===== src/rtl/sopc_mem_arbiter_pkg.sv =====
// Shared FSM encodings, memory command constants and small helpers for the
// single-port memory arbiter.
package sopc_mem_arbiter_pkg;

  typedef enum logic [1:0] {
    ST_IDLE   = 2'd0,
    ST_ACCESS = 2'd1,
    ST_WAIT   = 2'd2,
    ST_DONE   = 2'd3
  } arb_state_e;

  localparam logic CE_ON     = 1'b1;
  localparam logic CE_OFF    = 1'b0;
  localparam logic WE_WRITE  = 1'b1;
  localparam logic WE_READ   = 1'b0;

  localparam logic ARB_FIXED = 1'b0;
  localparam logic ARB_RR    = 1'b1;

  // Index width that stays legal (>=1 bit) for a single-entry range.
  function automatic int idx_width(input int n);
    return (n > 1) ? $clog2(n) : 1;
  endfunction

endpackage


===== src/rtl/sopc_mem_arbiter_if.sv =====
// Requester and memory-side bundle of the arbiter; slave = arbiter view,
// master = requesters plus memory model view.
interface sopc_mem_arbiter_if #(
  parameter int ADDR_WIDTH  = 32,
  parameter int DATA_WIDTH  = 32,
  parameter int NUM_MASTERS = 2
);
  import sopc_mem_arbiter_pkg::*;

  logic [NUM_MASTERS-1:0]                  m_req;
  logic [NUM_MASTERS-1:0]                  m_we;
  logic [NUM_MASTERS*ADDR_WIDTH-1:0]       m_addr;
  logic [NUM_MASTERS*(DATA_WIDTH/8)-1:0]   m_sel;
  logic [NUM_MASTERS*DATA_WIDTH-1:0]       m_wdata;
  logic [NUM_MASTERS-1:0]                  m_ack;
  logic [DATA_WIDTH-1:0]                   m_rdata;

  logic                                    mem_ce;
  logic                                    mem_we;
  logic [ADDR_WIDTH-1:0]                   mem_addr;
  logic [DATA_WIDTH/8-1:0]                 mem_sel;
  logic [DATA_WIDTH-1:0]                   mem_data_o;
  logic [DATA_WIDTH-1:0]                   mem_data_i;

  modport slave (
    input  m_req, m_we, m_addr, m_sel, m_wdata, mem_data_i,
    output m_ack, m_rdata, mem_ce, mem_we, mem_addr, mem_sel, mem_data_o
  );

  modport master (
    output m_req, m_we, m_addr, m_sel, m_wdata, mem_data_i,
    input  m_ack, m_rdata, mem_ce, mem_we, mem_addr, mem_sel, mem_data_o
  );

endinterface


===== src/rtl/sopc_mem_arbiter_rr_arbiter.sv =====
// Combinational grant selection: fixed lowest-index priority or round-robin
// starting one past the last grant; output is one-hot or zero.
module rr_arbiter
  import sopc_mem_arbiter_pkg::*;
#(
  parameter int N   = 2,
  parameter int LGW = 1
) (
  input  logic [N-1:0]   req_i,
  input  logic           mode_i,
  input  logic [LGW-1:0] last_grant_i,
  output logic [N-1:0]   grant_o
);

  logic found;
  int   pos;

  always_comb begin
    grant_o = '0;
    found   = 1'b0;
    pos     = 0;
    if (mode_i == ARB_FIXED) begin
      for (int i = 0; i < N; i++) begin
        if (req_i[i] && !found) begin
          grant_o[i] = 1'b1;
          found      = 1'b1;
        end
      end
    end else begin
      // Walk offsets from last_grant+1, wrapping without a modulo operator.
      for (int o = 0; o < N; o++) begin
        pos = int'(last_grant_i) + 1 + o;
        if (pos >= N) pos = pos - N;
        if (pos >= N) pos = pos - N;
        for (int j = 0; j < N; j++) begin
          if (!found && req_i[j] && (j == pos)) begin
            grant_o[j] = 1'b1;
            found      = 1'b1;
          end
        end
      end
    end
  end

endmodule


===== src/rtl/sopc_mem_arbiter.sv =====
// Shares one synchronous memory among NUM_MASTERS requesters, one access in flight.
// Read ack MEM_LATENCY+1 cycles after the sampling edge, write ack after 2; requests held until ack.
module sopc_mem_arbiter
  import sopc_mem_arbiter_pkg::*;
#(
  parameter int ADDR_WIDTH  = 32,
  parameter int DATA_WIDTH  = 32,
  parameter int NUM_MASTERS = 2,
  parameter int MEM_LATENCY = 1,
  parameter int ARB_MODE    = 0
) (
  input  logic              clk,
  input  logic              rst,
  sopc_mem_arbiter_if.slave bus
);

  localparam int AW  = ADDR_WIDTH;
  localparam int DW  = DATA_WIDTH;
  localparam int SW  = DATA_WIDTH / 8;
  localparam int N   = NUM_MASTERS;
  localparam int LGW = idx_width(NUM_MASTERS);
  localparam int CW  = idx_width(MEM_LATENCY);
  localparam logic [CW-1:0] CNT_LOAD = CW'((MEM_LATENCY > 1) ? MEM_LATENCY - 2 : 0);

  arb_state_e      state_q, state_d;
  logic [CW-1:0]   cnt_q, cnt_d;
  logic [LGW-1:0]  win_q, win_d;
  logic [LGW-1:0]  last_q, last_d;
  logic            we_q, we_d;
  logic [AW-1:0]   addr_q, addr_d;
  logic [SW-1:0]   sel_q, sel_d;
  logic [DW-1:0]   wdata_q, wdata_d;
  logic [DW-1:0]   rdata_q, rdata_d;
  logic            mem_ce_q, mem_we_q;

  logic [N-1:0]    grant;
  logic [LGW-1:0]  g_idx;
  logic            g_we;
  logic [AW-1:0]   g_addr;
  logic [SW-1:0]   g_sel;
  logic [DW-1:0]   g_wdata;

  rr_arbiter #(.N(N), .LGW(LGW)) u_rr_arbiter (
    .req_i        (bus.m_req),
    .mode_i       ((ARB_MODE != 0) ? ARB_RR : ARB_FIXED),
    .last_grant_i (last_q),
    .grant_o      (grant)
  );

  always_comb begin
    g_idx   = '0;
    g_we    = 1'b0;
    g_addr  = '0;
    g_sel   = '0;
    g_wdata = '0;
    for (int i = 0; i < N; i++) begin
      if (grant[i]) begin
        g_idx   = LGW'(i);
        g_we    = bus.m_we[i];
        g_addr  = bus.m_addr[i*AW +: AW];
        g_sel   = bus.m_sel[i*SW +: SW];
        g_wdata = bus.m_wdata[i*DW +: DW];
      end
    end
  end

  always_comb begin
    state_d = state_q;
    cnt_d   = cnt_q;
    win_d   = win_q;
    last_d  = last_q;
    we_d    = we_q;
    addr_d  = addr_q;
    sel_d   = sel_q;
    wdata_d = wdata_q;
    rdata_d = rdata_q;
    case (state_q)
      ST_IDLE: begin
        if (|bus.m_req) begin
          state_d = ST_ACCESS;
          win_d   = g_idx;
          last_d  = g_idx;
          we_d    = g_we;
          addr_d  = g_addr;
          sel_d   = g_sel;
          wdata_d = g_wdata;
        end
      end
      ST_ACCESS: begin
        if (we_q || (MEM_LATENCY == 1)) begin
          state_d = ST_DONE;
        end else begin
          state_d = ST_WAIT;
          cnt_d   = CNT_LOAD;
        end
      end
      ST_WAIT: begin
        if (cnt_q == '0) state_d = ST_DONE;
        else             cnt_d   = cnt_q - CW'(1);
      end
      ST_DONE: begin
        state_d = ST_IDLE;
        if (!we_q) rdata_d = bus.mem_data_i;
      end
      default: state_d = ST_IDLE;
    endcase
  end

  always_ff @(posedge clk or posedge rst) begin
    if (rst) begin
      state_q  <= ST_IDLE;
      cnt_q    <= '0;
      win_q    <= '0;
      last_q   <= LGW'(N - 1);
      we_q     <= 1'b0;
      addr_q   <= '0;
      sel_q    <= '0;
      wdata_q  <= '0;
      rdata_q  <= '0;
      mem_ce_q <= CE_OFF;
      mem_we_q <= WE_READ;
    end else begin
      state_q  <= state_d;
      cnt_q    <= cnt_d;
      win_q    <= win_d;
      last_q   <= last_d;
      we_q     <= we_d;
      addr_q   <= addr_d;
      sel_q    <= sel_d;
      wdata_q  <= wdata_d;
      rdata_q  <= rdata_d;
      // Command enables are registered so they coincide exactly with ACCESS.
      mem_ce_q <= (state_d == ST_ACCESS) ? CE_ON : CE_OFF;
      mem_we_q <= (state_d == ST_ACCESS) ? we_d : WE_READ;
    end
  end

  always_comb begin
    bus.m_ack   = '0;
    bus.m_rdata = rdata_q;
    if (state_q == ST_DONE) begin
      for (int i = 0; i < N; i++) begin
        if (win_q == LGW'(i)) bus.m_ack[i] = 1'b1;
      end
      if (!we_q) bus.m_rdata = bus.mem_data_i;
    end
  end

  assign bus.mem_ce     = mem_ce_q;
  assign bus.mem_we     = mem_we_q;
  assign bus.mem_addr   = addr_q;
  assign bus.mem_sel    = sel_q;
  assign bus.mem_data_o = wdata_q;

endmodule


===== src/flat_wrapper.sv =====
// flat-port wrapper written by rule: the top's interface ports become plain ports
module sopc_mem_arbiter_flat import sopc_mem_arbiter_pkg::*;
#(
  parameter int ADDR_WIDTH  = 32,
  parameter int DATA_WIDTH  = 32,
  parameter int NUM_MASTERS = 2,
  parameter int MEM_LATENCY = 1,
  parameter int ARB_MODE    = 0
)
  (clk, rst, bus_m_req, bus_m_we, bus_m_addr, bus_m_sel, bus_m_wdata, bus_mem_data_i, bus_m_ack, bus_m_rdata, bus_mem_ce, bus_mem_we, bus_mem_addr, bus_mem_sel, bus_mem_data_o);
  sopc_mem_arbiter_if #(.ADDR_WIDTH(ADDR_WIDTH), .DATA_WIDTH(DATA_WIDTH), .NUM_MASTERS(NUM_MASTERS)) bus_i ();
  input  logic clk;
  input  logic rst;
  input wire logic [$bits(bus_i.m_req)-1:0] bus_m_req;
  input wire logic [$bits(bus_i.m_we)-1:0] bus_m_we;
  input wire logic [$bits(bus_i.m_addr)-1:0] bus_m_addr;
  input wire logic [$bits(bus_i.m_sel)-1:0] bus_m_sel;
  input wire logic [$bits(bus_i.m_wdata)-1:0] bus_m_wdata;
  input wire logic [$bits(bus_i.mem_data_i)-1:0] bus_mem_data_i;
  output wire logic [$bits(bus_i.m_ack)-1:0] bus_m_ack;
  output wire logic [$bits(bus_i.m_rdata)-1:0] bus_m_rdata;
  output wire logic [$bits(bus_i.mem_ce)-1:0] bus_mem_ce;
  output wire logic [$bits(bus_i.mem_we)-1:0] bus_mem_we;
  output wire logic [$bits(bus_i.mem_addr)-1:0] bus_mem_addr;
  output wire logic [$bits(bus_i.mem_sel)-1:0] bus_mem_sel;
  output wire logic [$bits(bus_i.mem_data_o)-1:0] bus_mem_data_o;
  assign bus_i.m_req = bus_m_req;
  assign bus_i.m_we = bus_m_we;
  assign bus_i.m_addr = bus_m_addr;
  assign bus_i.m_sel = bus_m_sel;
  assign bus_i.m_wdata = bus_m_wdata;
  assign bus_i.mem_data_i = bus_mem_data_i;
  assign bus_m_ack = bus_i.m_ack;
  assign bus_m_rdata = bus_i.m_rdata;
  assign bus_mem_ce = bus_i.mem_ce;
  assign bus_mem_we = bus_i.mem_we;
  assign bus_mem_addr = bus_i.mem_addr;
  assign bus_mem_sel = bus_i.mem_sel;
  assign bus_mem_data_o = bus_i.mem_data_o;
  sopc_mem_arbiter #(.ADDR_WIDTH(ADDR_WIDTH), .DATA_WIDTH(DATA_WIDTH), .NUM_MASTERS(NUM_MASTERS), .MEM_LATENCY(MEM_LATENCY), .ARB_MODE(ARB_MODE)) u_core (.clk(clk), .rst(rst), .bus(bus_i));
endmodule

===== config.mk =====
export PLATFORM = sky130hd
export DESIGN_NAME = sopc_mem_arbiter_flat
export DESIGN_NICKNAME = d
export VERILOG_FILES = /design/src/rtl/sopc_mem_arbiter_pkg.sv /design/src/rtl/sopc_mem_arbiter_if.sv /design/src/rtl/sopc_mem_arbiter_rr_arbiter.sv /design/src/rtl/sopc_mem_arbiter.sv /design/src/flat_wrapper.sv
export SDC_FILE = /design/constraint.sdc
export NUM_CORES = 1
export LEC_CHECK = 0
export ABC_AREA = 1
export CAP_MARGIN = 0
export CORE_MARGIN = 2
export CORE_UTILIZATION = 36
export CTS_BUF_LIST = sky130_fd_sc_hd__clkbuf_16
export CTS_CLUSTER_SIZE = 30
export DETAILED_ROUTE_END_ITERATION = 6
export GPL_TIMING_DRIVEN = 0
export PLACE_DENSITY = 0.88
export SLEW_MARGIN = 20
export SYNTH_ARGS = -nofsm -noshare
export SYNTH_HDL_FRONTEND = slang
export SYNTH_HIERARCHICAL = 1
export SYNTH_SLANG_ARGS = --single-unit

===== constraint.sdc =====
create_clock -name clk -period 3.7 [get_ports clk]
set_clock_uncertainty 0.2 [all_clocks]
set_input_delay 0.74 -clock clk [delete_from_list [all_inputs] [get_ports clk]]
set_output_delay 0.74 -clock clk [all_outputs]
set_load 0.005 [all_outputs]

==> impl_metrics.py <==
metrics = {
    "status": {
        "status": "finished clean",
    },
    "synthesis": {
        "synth_area_mm2": 0.005136,
        "synth_top_family_by_area": "simple AND/OR/NAND/NOR gates",
        "synthSimpleGateAreaFrac_pct": 41.14,
        "synth-adder-area-share_pct": 0.4872,
        "synth_area_leaders": "dfrtp_1 52%, nand2_1 30%, nand3_1 10%",
        "ys_warn_count": 6,
        "yosysTopAreaCell": "dfrtp_1",
        "yosysMostFrequentCell": "nand2_1",
        "syn_avg_cell_area_um2": 7.358,
        "ys_ff_latch": 107,
        "synthXorXnorAreaFrac_pct": 0,
        "ys_async_sr_fraction_pct": 100.0,
        "synth_cell_types": 20,
        "synth_commonest_cells": "413 x nand2_1, 106 x dfrtp_1, 104 x nand3_1",
        "syn_inst": 698,
        "yosysSeqAreaShare_pct": 52.16,
        "synth_nets": 874,
        "yosys.area.top_type_share_pct": 51.64,
        "synth_edf_count": 0,
        "synth-compound-area-share_pct": 0.5359,
        "yosys-mux-area-fraction_pct": 0,
        "yosys_most_used_dff": "dfrtp_1",
    },
    "global_route": {
        "grtUsageMet1_pct": 26.26,
        "grt_pass1_vias": 5217,
        "grt_antenna_before_repair": 0,
        "met3_usage_pct": 5.673,
        "grtUsageTotal_pct": 22.04,
        "grt_overflow": 0,
        "top_usage_layer": "met2",
        "gr-usage-met2_pct": 37.98,
        "grt_max_degree": 30,
        "grt_pass1_wl_um": 25790,
    },
    "clock_tree": {
        "cts.sinks": 107,
        "cts_tree": "yes",
        "cts_hold_buf": 0,
        "insertion_delay_ns": 0.34,
        "cts_buffers": 9,
        "clock-root-buffer": "clkbuf_16",
        "htreeDepth": 3,
        "clk_pin_slew_ns": 0.07,
        "cts_resized": 0,
        "post_cts_buffers": 0,
        "clockBufferDepth": 2,
    },
    "floorplanning": {
        "coreArea_mm2": 0.01393,
        "die_y_um": 123.4,
        "dieArea_mm2": 0.01524,
        "die_w_um": 123.4,
        "start_util_pct": 36.86,
        "rows": 43,
        "pin_count": 278,
    },
    "min_path": {
        "min_path_type": "reg -> reg",
    },
    "drt": {
        "detail_route.wirelength_um": 17270,
        "vias": 5551,
        "vias_per_cell": 4.728,
        "drc_errors": 0,
        "drt_first_pass_iters": 5,
        "ant_nets": 0,
        "detail_route.iter0.violations": 198,
        "avgRoutedWirePerCell_um": 14.71,
    },
    "placement": {
        "portBuffers": 277,
        "place_hpwl_um": 13430,
        "postPlaceCellArea_mm2": 0.008198,
        "globalplace.congestion": 0.8150,
        "dp.cells": 1158,
    },
    "setup_path": {
        "endpoint_kind": "primary output",
        "worstSetupStartpointType": "flip-flop",
        "ff2ff_setup_slack_ns": 1.87,
        "worstPathRequired_ns": 2.76,
        "arrival_ns": 2.22,
        "crit_fanout": 10,
        "worstSetupPathType": "reg -> out",
    },
    "sta": {
        "fin_tns_setup_ns": 0,
        "period_minus_slack_ns": 3.162,
        "setup_violations": 0,
        "final_max_slew_viol_count": 0,
        "slew_headroom_pct": 60.26,
        "fmax_mhz": 316.2,
        "worstMarginPinSlew_ns": 0.5949,
        "period_share_pct": 85.47,
        "hold_viol": 0,
        "rsz0062_at_grt": "false",
    },
    "layout": {
        "design_area_mm2": 0.008479,
        "fin_nets": 1165,
        "fin_cells": 1174,
        "area_delta_synth_final_pct": 65.09,
        "seq_area_mm2": 0.002679,
        "fin_util_pct": 60.85,
        "drive_gt1_share_pct": 6.640,
        "multi_input_area_mm2": 0.002170,
        "antennaDiodeCount": 0,
        "fillers": 1246,
    },
    "power_and_ir_drop": {
        "power.share.clock_pct": 15.4,
        "combPwrFrac_pct": 51.1,
        "swShare_pct": 35.63,
        "irDropWorstVdd_mv": 0.3168,
        "switchingPower_uw": 2129,
        "p_leak_uw": 0.004280,
        "power_density_mw_per_mm2": 704.7,
        "sequentialPowerShare_pct": 33.5,
        "p_int_uw": 3847,
    },
    "run": {
        "max_cap_viol_count": 0,
    },
}
per-layer routing:
metal,up-vias,part of all wire [%]
met5,-,0
met4,0,2.4
met3,30,8.3
met2,223,49
met1,2550,41
li1,2748,-
power by group through the flow:
| stage | clock network [uW] | registers (uW) | logic, uW |
|---|---|---|---|
| after floorplan | 0 | 2030 | 1210 |
| after global placement | 0 | 2000 | 3010 |
| after detailed placement | 0 | 2020 | 3070 |
| after CTS | 949 | 2010 | 3090 |
| after global routing | 1000 | 2060 | 3350 |
| final | 922 | 2000 | 3050 |
kinds of logic after synthesis:
| logic type | after synthesis |
|---|---|
| other cells | 1 |
| fa+ha+maj | 2 |
| simple gates | 525 |
| buf+inv | 59 |
| compound gates | 4 |
| flops | 107 |
cell type report:
| class | count | share of cell area (%) |
|---|---|---|
| timing repair buffer | 280 | 33.41 |
| sequential | 107 | 31.59 |
| multi-input combinational | 532 | 25.59 |
| buffer | 47 | 2.863 |
| clock buffer | 9 | 2.656 |
| tap | 180 | 2.656 |
| clock inverter | 7 | 0.6640 |
| inverter | 12 | 0.5755 |
layout by cell type, fill, tap and decap left out:
| cell | netlist | layout |
|---|---|---|
| nand3_1 | 104 | 104 |
| clkdlybuf4s50_1 | 0 | 277 |
| clkbuf_1 | 8 | 8 |
| nand2_1 | 413 | 413 |
| buf_2 | 35 | 35 |
| o21ai_2 | 2 | 2 |
| nor2_1 | 5 | 5 |
| buf_6 | 2 | 2 |
| inv_6 | 0 | 4 |
| nor2_4 | 1 | 1 |
| buf_4 | 2 | 2 |
| clkinv_4 | 0 | 2 |
| clkinvlp_4 | 0 | 1 |
| a21oi_1 | 1 | 1 |
| dfstp_2 | 1 | 1 |
| clkbuf_16 | 0 | 9 |
| inv_2 | 2 | 2 |
| nor2_2 | 1 | 1 |
| buf_12 | 0 | 3 |
| dfrtp_1 | 106 | 106 |
| clkinv_1 | 1 | 2 |
| ha_1 | 2 | 2 |
| o21ai_1 | 1 | 1 |
| nand2_2 | 1 | 1 |
| inv_1 | 9 | 8 |
| conb_1 | 1 | 1 |
path summary, 6_finish.rpt:
path,startpoint,end,cells after the start
max in group asynchronous,rst,u_core/last_q,4
min in group asynchronous,rst,u_core/bus.mem_data_o[22],2
worst min register to register,u_core/rdata_q[12],u_core/rdata_q[12],2
worst min-delay path,u_core/rdata_q[12],u_core/rdata_q[12],2
worst max-delay path,u_core/state_q[1],bus_m_rdata[4],6
worst max register to register,u_core/state_q[0],u_core/bus.mem_data_o[27],7
state kept, by name, summed over array words and instances, names as in the netlist:
name                   cells
u_core/we_q                1
u_core/rdata_q            32
u_core/bus.mem_data_o     32
u_core/last_q              1
u_core/bus.mem_we          1
u_core/bus.mem_sel         4
u_core/state_q             2
u_core/bus.mem_ce          1
u_core/win_q               1
u_core/bus.mem_addr       32
stage by stage:
stage | hold slack [ns] | setup WS, ns | power, uW
floorplan | 0.2594 | 1.473 | 3232
global placement | 0.2509 | 0.3649 | 5007
detailed placement | 0.2551 | 0.8167 | 5091
CTS | 0.2732 | 0.4842 | 6041
global route | 0.2922 | 0.3619 | 6413
finish | 0.2680 | 0.5377 | 5975
critical path: stages, from the launching register on:
cell and delay, ns:
dfrtp_1 0.37, ha_1 0.15, buf_2 0.18, clkbuf_1 0.38, nand3_1 0.15, nand2_1 0.13
clkdlybuf4s50_1 0.51
No activity file was read; power rests on OpenSTA's default activity.
